### src/rtl/axi_read_arbiter.sv
// ----------------------------------------------------------------------------
// axi_read_arbiter
//
// Shares one AXI read master port between NUM_MASTERS requesters (index 0 is
// the instruction side). Only one transaction is in flight at a time. Each
// request becomes either a BURST_LEN-beat INCR burst or a single beat. The
// AR payload is taken from a latch captured at grant time. R beats are routed
// back to the granted master only. err_proto is a sticky flag that records
// burst-length, ID and response errors.
//
// Optional build macro:
//   ARB_ROUND_ROBIN_EN  defined   : round-robin. The search starts after the
//                                   last grant.
//                       undefined : fixed priority. The highest index wins.
//
// Ports:
//   aclk, aresetn        clock; synchronous active-low reset
//   m_arvalid/m_araddr/m_burst   per-master request (address packed i*ADDR_W)
//   m_arready            per-master accept pulse (AR handshake cycle)
//   m_rdata              read data broadcast to all masters
//   m_rvalid/m_rlast     per-master beat/last, granted master only
//   ar*                  AXI AR channel (master side)
//   r*, rready           AXI R channel
//   err_proto            sticky protocol error
// ----------------------------------------------------------------------------
module axi_read_arbiter #(
  parameter int NUM_MASTERS = 2,
  parameter int ADDR_W      = 32,
  parameter int DATA_W      = 32,
  parameter int BURST_LEN   = 16
) (
  input  logic                            aclk,
  input  logic                            aresetn,
  input  logic [NUM_MASTERS-1:0]          m_arvalid,
  input  logic [NUM_MASTERS*ADDR_W-1:0]   m_araddr,
  input  logic [NUM_MASTERS-1:0]          m_burst,
  output logic [NUM_MASTERS-1:0]          m_arready,
  output logic [DATA_W-1:0]               m_rdata,
  output logic [NUM_MASTERS-1:0]          m_rvalid,
  output logic [NUM_MASTERS-1:0]          m_rlast,
  output logic [3:0]                      arid,
  output logic [ADDR_W-1:0]               araddr,
  output logic [7:0]                      arlen,
  output logic [2:0]                      arsize,
  output logic [1:0]                      arburst,
  output logic [1:0]                      arlock,
  output logic [3:0]                      arcache,
  output logic [2:0]                      arprot,
  output logic                            arvalid,
  input  logic                            arready,
  input  logic [3:0]                      rid,
  input  logic [DATA_W-1:0]               rdata,
  input  logic [1:0]                      rresp,
  input  logic                            rlast,
  input  logic                            rvalid,
  output logic                            rready,
  output logic                            err_proto
);

  // state  | meaning
  // S_IDLE | no transaction; arbitrate among m_arvalid
  // S_AR   | arvalid high with the latched payload; wait for arready
  // S_R    | rready high; forward beats to the granted master until rlast
  typedef enum logic [1:0] {S_IDLE, S_AR, S_R} state_t;

  localparam int         GW          = (NUM_MASTERS > 1) ? $clog2(NUM_MASTERS) : 1;
  localparam logic [7:0] ARLEN_BURST = 8'(BURST_LEN - 1);
  localparam logic [2:0] ARSIZE_C    = 3'($clog2(DATA_W / 8));

  state_t              state;
  logic [GW-1:0]       gnt_q;
  logic [GW-1:0]       gnt_sel;
  logic [ADDR_W-1:0]   addr_q;
  logic [ADDR_W-1:0]   addr_sel;
  logic [7:0]          len_q;
  logic                burst_q;
  logic [7:0]          beat_cnt;
  logic                arvalid_q;
  logic                rready_q;
  logic                err_q;
  logic                req_any;
  logic                beat_fire;
  logic                err_now;
  logic [NUM_MASTERS-1:0] gnt_oh;

`ifdef ARB_ROUND_ROBIN_EN
  logic [GW-1:0]       gnt_ptr_q;

  // Walk the candidates from the far end of the search order back to the
  // nearest one, so the nearest requester is the last write and wins.
  always_comb begin
    int idx;
    idx     = 0;
    gnt_sel = '0;
    for (int i = NUM_MASTERS - 1; i >= 0; i--) begin
      idx = (int'(gnt_ptr_q) + 1 + i) % NUM_MASTERS;
      if (m_arvalid[idx]) gnt_sel = GW'(idx);
    end
  end
`else
  // Fixed priority: the highest requesting index is the last write and wins.
  always_comb begin
    gnt_sel = '0;
    for (int i = 0; i < NUM_MASTERS; i++) begin
      if (m_arvalid[i]) gnt_sel = GW'(i);
    end
  end
`endif

  assign req_any  = |m_arvalid;
  assign addr_sel = m_araddr[int'(gnt_sel)*ADDR_W +: ADDR_W];

  always_comb begin
    gnt_oh = '0;
    for (int i = 0; i < NUM_MASTERS; i++) begin
      gnt_oh[i] = (gnt_q == GW'(i));
    end
  end

  // Checks are applied to every accepted beat. The data is forwarded regardless.
  assign beat_fire = (state == S_R) && rvalid && rready_q;
  assign err_now   = beat_fire &&
                     (( rlast && (beat_cnt != len_q)) ||
                      (!rlast && (beat_cnt == len_q)) ||
                      (rid != 4'(gnt_q))               ||
                      (rresp != 2'b00));

  always_ff @(posedge aclk) begin
    if (!aresetn) begin
      state     <= S_IDLE;
      gnt_q     <= '0;
      addr_q    <= '0;
      len_q     <= '0;
      burst_q   <= 1'b0;
      beat_cnt  <= '0;
      arvalid_q <= 1'b0;
      rready_q  <= 1'b0;
      err_q     <= 1'b0;
`ifdef ARB_ROUND_ROBIN_EN
      gnt_ptr_q <= GW'(NUM_MASTERS - 1);
`endif
    end else begin
      if (err_now) err_q <= 1'b1;
      case (state)
        S_IDLE: begin
          if (req_any) begin
            gnt_q     <= gnt_sel;
            addr_q    <= addr_sel;
            burst_q   <= m_burst[gnt_sel];
            len_q     <= m_burst[gnt_sel] ? ARLEN_BURST : 8'd0;
            arvalid_q <= 1'b1;
            state     <= S_AR;
`ifdef ARB_ROUND_ROBIN_EN
            gnt_ptr_q <= gnt_sel;
`endif
          end
        end
        S_AR: begin
          if (arready) begin
            arvalid_q <= 1'b0;
            rready_q  <= 1'b1;
            beat_cnt  <= '0;
            state     <= S_R;
          end
        end
        S_R: begin
          if (beat_fire) begin
            if (rlast) begin
              rready_q <= 1'b0;
              beat_cnt <= '0;
              state    <= S_IDLE;
            end else begin
              beat_cnt <= beat_cnt + 8'd1;
            end
          end
        end
        default: state <= S_IDLE;
      endcase
    end
  end

  assign arvalid   = arvalid_q;
  assign arid      = 4'(gnt_q);
  assign araddr    = addr_q;
  assign arlen     = len_q;
  assign arsize    = ARSIZE_C;
  assign arburst   = burst_q ? 2'b01 : 2'b00;
  assign arlock    = 2'b00;
  assign arcache   = 4'b0000;
  assign arprot    = 3'b000;
  assign rready    = rready_q;
  assign err_proto = err_q;

  assign m_arready = (arvalid_q && arready) ? gnt_oh : '0;
  assign m_rdata   = rdata;
  assign m_rvalid  = (state == S_R && rvalid) ? gnt_oh : '0;
  assign m_rlast   = (state == S_R && rvalid && rlast) ? gnt_oh : '0;

endmodule

### config.mk
export PLATFORM = sky130hd
export DESIGN_NAME = axi_read_arbiter
export DESIGN_NICKNAME = d
export VERILOG_FILES = /design/src/rtl/axi_read_arbiter.sv
export SDC_FILE = /design/constraint.sdc
export NUM_CORES = 1
export LEC_CHECK = 0
export BUFFER_PORTS_ARGS = -buffer_cell sky130_fd_sc_hd__buf_2
export CORE_UTILIZATION = 40
export CTS_CLUSTER_DIAMETER = 60
export CTS_CLUSTER_SIZE = 8
export DETAILED_ROUTE_END_ITERATION = 7
export PLACE_DENSITY = 0.91
export SLEW_MARGIN = 0
export SYNTH_ARGS = -nofsm -noshare
export SYNTH_HDL_FRONTEND = slang
export SYNTH_SLANG_ARGS = --single-unit
### constraint.sdc
create_clock -name aclk -period 1.8 [get_ports aclk]
set_input_delay 0.09 -clock aclk [delete_from_list [all_inputs] [get_ports aclk]]
set_output_delay 0.09 -clock aclk [all_outputs]
set_load 0.05 [all_outputs]
# [Word-level counts from Yosys, hierarchy flattened]
# Index checks and enable logic that the tools add are counted.
[totals] regBits=55 latchBits=0 mem_bits_rw=0 rom_bits=0 inputBits=111 out_inout_bits=99 word_cells=67 memories=0
[classes] add_sub_neg=1 multipliers=0 div=0 magnitude_cmp=1 n_eq_ne=9 n_shift=1 muxes=24 bitwise_logic=1 n_reduce_logical=21
[ops] cell="64-bit by 7-bit variable part select with 32-bit output" n=1
[ops] cell="8-bit 2-to-1 mux" n=3
[ops] cell="8-bit case mux with 2 select lines" n=1
[ops] cell="2-bit 2-to-1 mux" n=7
[ops] cell="1-bit 2-to-1 mux" n=9
[ops] cell="8-bit by 1-bit adder with 8-bit output (second input constant)" n=1
[ops] cell="8-bit equality test" n=1
[ops] cell="2-bit inequality test (second input constant)" n=4
[ops] cell="8-bit inequality test" n=1
[ops] cell="4-bit AND reduction" n=2
[ops] cell="1-bit logical AND" n=7
[ops] cell="2-bit case mux with 3 select lines" n=1
[ops] cell="3-bit AND reduction" n=2
[ops] cell="2-bit nonzero test" n=3
[ops] cell="4-bit 2-to-1 mux" n=1
[ops] cell="4-bit by 1-bit inequality test with 1-bit output" n=1
[ops] cell="1-bit case mux with 2 select lines" n=2
[ops] cell="1-bit logical OR" n=3
[ops] cell="2-bit by 1-bit equality test with 1-bit output (second input constant)" n=1
[ops] cell="2-bit equality test (second input constant)" n=1
[ops] cell="2-bit zero test" n=1
[ops] cell="1-bit by 2-bit < comparator with 1-bit output (second input constant)" n=1
[ops] cell="2-bit AND reduction" n=1
[ops] cell="2-bit OR reduction" n=1
[ops] cell="other kinds (2)" n=2

# [Depth between registers and ports, before layout]
# Gate-level depths: netlist (run 1).
[depth] depth_word=6 ltp_mapped=5 ltp_nobuf=4

# [Least setup slack after synthesis (run 1)]
# Ideal clock, no wire load.
[synth_timing] path_type="register to register" startpoint="register rready_q, in the netlist rready" endpoint="register beat_cnt[1]" setup_time_ns=0.123 t_arrival_ns=1.528 required_ns=1.677 path_slack_ns=0.149 path_stages_with_launch=6 period_less_slack_ns=1.651 path_cell_list="dfxtp_1 > and4b_1 > clkbuf_1 > or2_1 > mux2i_1 > nor2_1"
[synth_between] elab_chain_cells=3
[synth_rtl] element="from (decl)" line_no="79" rtl="logic rready_q;"
[synth_rtl] element="from (signal assigned)" line_no="137" rtl="rready_q <= 1'b0;"
[synth_rtl] element="from (signal assigned)" line_no="161" rtl="rready_q <= 1'b1;"
[synth_rtl] element="from (signal assigned)" line_no="169" rtl="rready_q <= 1'b0;"
[synth_rtl] element="1-bit logical AND" line_no="121" rtl="assign beat_fire = (state == S_R) && rvalid && rready_q;"
[synth_rtl] element="2-bit inequality test (no line)"
[synth_rtl] element="3-bit AND reduction (no line)"
[synth_rtl] element="to (signal assigned)" line_no="173" rtl="beat_cnt <= beat_cnt + 8'd1;"
[synth_rtl] element="to (decl)" line_no="77" rtl="logic [7:0] beat_cnt;"
# No other way between the ends.
# A chain may end at the register's enable or synchronous reset.

# [Final worst setup path (run 1)]
[layout_timing] startpoint="register state[1]" endpoint="output port m_rlast[1]"
[layout_between] elab_chain_cells=4
[layout_rtl] element="from (decl)" line_no="70" rtl="state_t state;"
[layout_rtl] element="from (signal assigned)" line_no="130" rtl="state <= S_IDLE;"
[layout_rtl] element="from (signal assigned)" line_no="152" rtl="state <= S_AR;"
[layout_rtl] element="from (signal assigned)" line_no="163" rtl="state <= S_R;"
[layout_rtl] element="2-bit equality test" line_no="197" rtl="assign m_rlast = (state == S_R && rvalid && rlast) ? gnt_oh : '0;"
[layout_rtl] element="1-bit logical AND (2 in series)" line_no="197"
[layout_rtl] element="2-bit 2-to-1 mux" line_no="197"
[layout_rtl] element="to (decl)" line_no="40" rtl="output logic [NUM_MASTERS-1:0] m_rlast,"
# No other way between the ends.

==> results of run 1 <==
-- power groups by stage --
| stage | combinational [W] | sequential, W | clock [W] |
|---|---|---|---|
| floorplan | 0.000706 | 0.00157 | 0 |
| CTS | 0.00106 | 0.00122 | 0.000761 |
| finish | 0.00105 | 0.00122 | 0.000740 |
| detailed placement | 0.00105 | 0.00124 | 0 |
| global placement | 0.00103 | 0.00123 | 0 |
| global route | 0.00111 | 0.00123 | 0.000806 |
-- flip-flops by register name, summed over array words and instances, names as in the netlist --
register	flops
araddr	32
beat_cnt	8
state	2
arlen	1
arvalid	1
err_proto	1
gnt_q	1
rready	1
-- worst register-to-register path, cell delays in order (launching register included) --
cell	delay [ns]
dfxtp_1	0.37
nor2_1	0.20
o21a_2	0.32
buf_12	0.27
nand2_1	0.11
o211a_1	0.14
-- Yosys cell counts --
cell type  instances  area [µm²]
a2111oi_1          1       10.01
a21boi_0           1       7.510
a21oi_1            2       10.01
a22oi_1            1       7.510
a311oi_1           1       8.760
and2_2             1       7.510
and3_1             1       6.260
and3b_1            1       8.760
and4_1             1       8.760
and4b_1            1       10.01
buf_1              1       3.750
buf_2              7       35.03
buf_4             58       435.4
clkbuf_1           9       33.78
conb_1             2       7.510
dfxtp_1           47       940.9
ha_1               1       12.51
inv_1              1       3.750
mux2i_1           34       340.3
nand2_1           39       146.4
nand3_1            6       30.03
nand4_1            1       6.260
nor2_1            16       60.06
nor2b_1            5       31.28
nor3_1             1       5.000
nor3b_1            2       15.01
nor4_1             1       6.260
o2111ai_1          2       17.52
o211a_1           33       330.3
o211ai_1           3       22.52
o21a_1             2       15.01
o21ai_0            3       15.01
o22ai_2            1       12.51
or2_1              1       6.260
or4_4              1       11.26
xnor2_1            2       17.52
xor2_1             6       52.55
-- how the worst max path moves through the flow --
stage                start     endpoint  slack [ns]
2_1_floorplan       rready  beat_cnt[1]        0.15
3_3_place_gp   beat_cnt[0]    err_proto        0.38
3_5_place_dp      state[0]   araddr[20]        0.32
4_1_cts           state[1]   m_rlast[1]        0.21
5_1_grt           state[1]   m_rlast[1]        0.08
6_report          state[1]   m_rlast[1]        0.22
-- cell type report --
class | count | area [µm²]
clock buffers | 6 | 72.57
repair buffers | 128 | 673.1
multi-input cells | 191 | 1315
inverters | 1 | 3.754
well taps | 77 | 96.34
fillers | 574 | 3291
clock inverters | 1 | 30.03
flip-flops and latches | 47 | 940.9
-- stage by stage --
stage          util, %  std cells  setup slack [ns]  hold slack, ns  cell area (µm²)
6_report         48.76        451            0.2171          0.1396             3132
5_1_grt          48.76        451           0.07707          0.1290             3132
4_1_cts          48.76        451            0.2078          0.1294             3132
3_5_place_dp     47.17        444            0.3191          0.1803             3029
3_3_place_gp     47.17        444            0.3757          0.1803             3029
2_1_floorplan        -        314            0.1490          0.3020             2766
-- kinds of logic after synthesis --
logic type | share of synthesized area, %
simple gates | 13.31
buf+inv | 18.96
compound gates | 16.92
flops | 34.86
mux | 12.61
xor+xnor | 2.596
other cells | 0.2783
fa+ha+maj | 0.4635
-- per-layer routing --
layer	vias to the layer above	track usage, %	wire, µm
met4	0	10.50	122
met1	1017	16.43	2264
met2	114	29.96	3043
met5	-	0	0
met3	14	4.916	451
li1	1104	-	-
==> metrics.md, run 1 <==
| Metric | Value |
|---|---|
| GRT overflow | 0 |
| Post-CTS Setup Bufs | 0 |
| Antenna violations before repair | 0 |
| Most frequent cells in the layout | buf_2, dfxtp_1, nand2_1, mux2i_1, o211a_1 |
| TritonRoute pass-1 iters | 6 |
| Worst-path clk slew | 0.08 ns |
| IO Count | 210 |
| Vias/cell | 4.987 |
| Drt total wl | 5.882 mm |
| Average size of a mapped cell | 9.118 µm² |
| Antenna fix cells | 0 |
| Power Dens Cells | 960.7 nW/µm² |
| Share of layout cells above drive strength 1 | 36.90% |
| Count of cell types in the netlist | 37 |
| Final setup vio count | 0 |
| Full die area | 7080 µm² |
| Yosys warnings | 0 |
| Post-CTS resize count | 0 |
| Drt first-iter violations | 128 |
| Layout area overhead | 16.04% |
| Gr usage total | 16.50% |
| Global-route wire length before repair | 9.446 mm |
| RSZ-0062 raised after global routing | no |
| CP endpoint kind | output pin |
| Flop pwr share | 40.5% |
| Die X | 84.14 µm |
| Drt wl/cell | 13.04 µm |
| Fmax | 631.8 MHz |
| Synth Cell Area | 2699 µm² |
| Final hold violations | 0 |
| Max stage delay on crit path | 0.44 ns |
| CTS buffer count | 5 |
| H-tree levels | 2 |
| Worst path depth | 4 |
| CORE AREA | 6422 µm² |
| Setup TNS | 0 ns |
| Clk Latency, worst-skew pair | 0.29 ns |
| CP max stage cell | dfxtp_1 |
| Internal Pwr Total | 0.001854 W |
| Min-delay src | m_araddr[26] |
| Root Driver | clkbuf_8 |
| Detail Route Antenna Nets | 0 |
| Switch Pwr | 0.001154 W |
| CP required | 1.71 ns |
| Largest net degree at the start of global routing | 59 |
| Failing checks | DRC |
| Clk pwr share | 24.6% |
| Hold EP | araddr[26] |
| Overall Power | 0.003009 W |
| CP Class | flop to output pin |
| FF+latch count, synth | 47 |
| FF-to-FF Start | state[1] |
| Hold Crit Class | input port to flop |
| Clk_skew | 0.008543 ns |
| Routability cong. | 0.7843 |
| CTS tree | done |
| Via count | 2249 |
| Initial core utilization | 42.02% |
| CP bufs+invs | 1 |
| Crit start category | flop |
| Cells after synthesis | 296 |
| CTS Hold Bufs | 0 |
| # rows | 29 |
| Vias in the first global route | 2179 |
| DP HPWL | 4.398 mm |
| Sw Ratio | 38.36% |
| Logic pwr share | 34.9% |
| Fin crit period | 1.583 ns |
| Commonest non-fill, non-tap cell in the layout | buf_2 |
| CTS max path bufs | 2 |
| Clock Sink Count | 47 |
| NumNets Final | 486 |
| Final worst-path cycle share | 87.94% |
| Reg-to-reg endpoint | araddr[20] |
| Worst VDD drop | 0.6624 mV |
| # DRC | 31 |
| Worst-case reg-to-reg path depth | 5 |
| Cell breakdown of the critical path | nor2b_1 -> nand3_1 -> nor2_1 -> buf_2 |
| Worst reg2reg setup slack | 0.27 ns |
| Post-synthesis sequential area ratio | 34.86% |
| Min-Delay Path Depth | 4 |
| Max-cap check violation count | 0 |
| Die height | 84.14 µm |
| Crit Path Max Fanout | 7 |
| Outcome | finished with violations |
| Critical Path AT | 1.49 ns |
| Leakage power | 1.848 nW |
| Crit path max-delay family | simple AND/OR/NAND/NOR gates |
| Final Max Slew Viols | 0 |
| Port Buffer Count | 125 |
Note: power is estimated with default switching activity, not from simulation.
==> run 2, diff against run 1 <==
--- a/config.mk
+++ b/config.mk
@@ -9,3 +9,3 @@
 export CORE_UTILIZATION = 40
-export CTS_CLUSTER_DIAMETER = 60
+export CTS_CLUSTER_DIAMETER = 200
 export CTS_CLUSTER_SIZE = 8
@@ -13,2 +13,3 @@
 export PLACE_DENSITY = 0.91
+export RECOVER_POWER = 100
 export SLEW_MARGIN = 0
--- a/constraint.sdc
+++ b/constraint.sdc
@@ -3,2 +3,2 @@
 set_output_delay 0.09 -clock aclk [all_outputs]
-set_load 0.05 [all_outputs]
+set_load 0.01 [all_outputs]
==> run 2 against run 1 <==
Effect of this change: largest cell class unchanged; clock power grew 0.5%; wire length is essentially flat; critical path type is now flop to flop; register-to-register slack is essentially flat; flip-flop and latch count is the same; the flow still finishes with violations (DRC).
==> metrics.md, run 2 (synthesized netlist as in run 1, its figures left out) <==
| Metric | Value |
|---|---|
| Outcome | finished with violations (unchanged) |
| Failing checks | DRC (unchanged) |
| Worst path depth | 5 (was 4) |
| Antenna violations before repair | 0 (unchanged) |
| Layout area overhead | 13.63% (was 16.04%) |
| Crit start category | flop (unchanged) |
| Setup crit end | araddr[20] (was m_rlast[1]) |
| Max-cap check violation count | 0 (unchanged) |
| Full die area | 7080 µm² (unchanged) |
| Setup crit start | state[1] (unchanged) |
| Drt first-iter violations | 123 (was 128) |
| DP Cell Count | 444 (unchanged) |
| Drt wl/cell | 13.03 µm (was 13.04 µm) |
| H-tree levels | 2 (unchanged) |
| CTS max path bufs | 2 (unchanged) |
| Clock Sink Count | 47 (unchanged) |
| CP bufs+invs | 1 (unchanged) |
| Worst VDD drop | 0.5245 mV (was 0.6624 mV) |
| Crit path max-delay family | compound AO/OA/AOI/OAI gates (was simple AND/OR/NAND/NOR gates) |
| Die height | 84.14 µm (unchanged) |
| Worst-path clk slew | 0.08 ns (about the same) |
| Leakage power | 1.669 nW (was 1.848 nW) |
| Setup WS post-layout | 0.2689 ns (was 0.2171 ns) |
| Commonest non-fill, non-tap cell in the layout | buf_2 (unchanged) |
| WHS | 0.1392 ns (was 0.1396 ns) |
| NumNets Final | 486 (unchanged) |
| Clk Latency, worst-skew pair | 0.29 ns (about the same) |
| Max stage delay on crit path | 0.37 ns (was 0.44 ns) |
| Most frequent cells in the layout | buf_2, clkbuf_1, dfxtp_1, nand2_1, mux2i_1 (was buf_2, dfxtp_1, nand2_1, mux2i_1, o211a_1) |
| Detail Route Antenna Nets | 0 (unchanged) |
| # fillers | 593 (was 574) |
| IO Count | 210 (unchanged) |
| Min-delay src | m_araddr[26] (unchanged) |
| RSZ-0062 raised after global routing | no (unchanged) |
| Post-CTS resize count | 0 (unchanged) |
| # rows | 29 (unchanged) |
| Largest net degree at the start of global routing | 59 (unchanged) |
| Via count | 2253 (was 2249) |
| DP Worst Slack | 0.3191 ns (unchanged) |
| Share of layout cells above drive strength 1 | 24.06% (was 36.90%) |
| FF-to-FF Start | state[1] (unchanged) |
| Antenna fix cells | 0 (unchanged) |
| Final Max Slew Viols | 0 (unchanged) |
| Cell breakdown of the critical path | nor2_1 -> o21a_2 -> buf_12 -> nand2_1 -> o211a_1 (was nor2b_1 -> nand3_1 -> nor2_1 -> buf_2) |
| CP max stage cell | dfxtp_1 (unchanged) |
| CP endpoint kind | flop (was output pin) |
| Clk_skew | 0.008366 ns (was 0.008543 ns) |
| Routability cong. | 0.7843 (unchanged) |
| Vias/cell | 4.996 (was 4.987) |
| Number of flip-flops in the largest register | 32 (unchanged) |
| Critical Path AT | 1.71 ns (was 1.49 ns) |
| DP HPWL | 4.398 mm (unchanged) |
| Post-route cell area | 3067 µm² (was 3132 µm²) |
| Final setup vio count | 0 (unchanged) |
| Crit Path Max Fanout | 58 (was 7) |
| CTS Hold Bufs | 0 (unchanged) |
| Setup TNS | 0 ns (unchanged) |
| Post-route insts no fill | 451 (unchanged) |
| Vias in the first global route | 2179 (unchanged) |
| Global-route wire length before repair | 9.446 mm (unchanged) |
| CP Class | flop to flop (was flop to output pin) |
| CP required | 1.98 ns (was 1.71 ns) |
| # DRC | 31 (unchanged) |
| CTS buffer count | 5 (unchanged) |
| Hold Crit Class | input port to flop (unchanged) |
| Fin crit period | 1.531 ns (was 1.583 ns) |
| Port Buffer Count | 125 (unchanged) |
| CORE AREA | 6422 µm² (unchanged) |
| Final hold violations | 0 (unchanged) |
| Initial core utilization | 42.02% (unchanged) |
| Power Dens Cells | 835.1 nW/µm² (was 960.7 nW/µm²) |
| Placed inst area | 3029 µm² (unchanged) |
| Drt total wl | 5.878 mm (was 5.882 mm) |
| TritonRoute pass-1 iters | 8 (was 6) |
| GRT overflow | 0 (unchanged) |
| Root Driver | clkbuf_8 (unchanged) |
| Worst reg2reg setup slack | 0.27 ns (about the same) |
| CTS tree | done (unchanged) |
| Post-CTS Setup Bufs | 0 (unchanged) |
| Fmax | 653.1 MHz (was 631.8 MHz) |
| Worst-case reg-to-reg path depth | 5 (unchanged) |
| Final worst-path cycle share | 85.06% (was 87.94%) |
| Gr usage total | 16.50% (unchanged) |
| Die X | 84.14 µm (unchanged) |
| Reg-to-reg endpoint | araddr[20] (unchanged) |
run 2: cell count changes in the layout (fill, tap and decap cells not counted), sizes merged:
cell	change
clkbuf	+47
buf	-47
run 2: layer usage:
layer  part of all wire [%]  GRT usage, %  wire length [µm]  vias to the layer above
met5                      0             0                 0                        -
met2                     51         29.96              3021                      114
met1                     39         16.43              2283                     1020
met3                    7.5         4.916               442                       17
li1                       -             -                 -                     1102
met4                    2.2         10.50               130                        0
run 2: worst min-delay path, cell delays in order:
cell     delay [ns]
buf_2          0.07
mux2i_1        0.05
nand2_1        0.06
o211a_1        0.13
run 2: area by class of cell:
type	instances	area [µm²]	area share, %
multi-input cells	191	1309	42.68
clock inverters	1	30.03	0.9792
flip-flops and latches	47	940.9	30.68
inverters	1	3.754	0.1224
clock buffers	6	72.57	2.366
repair buffers	128	614.3	20.03
well taps	77	96.34	3.142
run 2: how the worst min path moves through the flow:
stage	cells after the start	to
after floorplan	1	m_rdata[0]
after global placement	0	m_rdata[0]
after detailed placement	0	m_rdata[0]
after CTS	4	araddr[26]
after global routing	4	araddr[26]
final	4	araddr[26]
run 2: power by group:
part | internal [W] | switching, W | total [W]
Combinational | 0.000266 | 0.000332 | 0.000597
Sequential | 0.00115 | 0.0000721 | 0.00122
Clock | 0.000407 | 0.000337 | 0.000744
Total | 0.00182 | 0.000740 | 0.00256
run 2: through the flow:
| stage | power [W] | utilization, % |
|---|---|---|
| after floorplan | 0.001731 | - |
| after global placement | 0.001841 | 47.17 |
| after detailed placement | 0.001872 | 47.17 |
| after CTS | 0.002613 | 48.76 |
| after global routing | 0.002697 | 47.75 |
| final | 0.002561 | 47.75 |
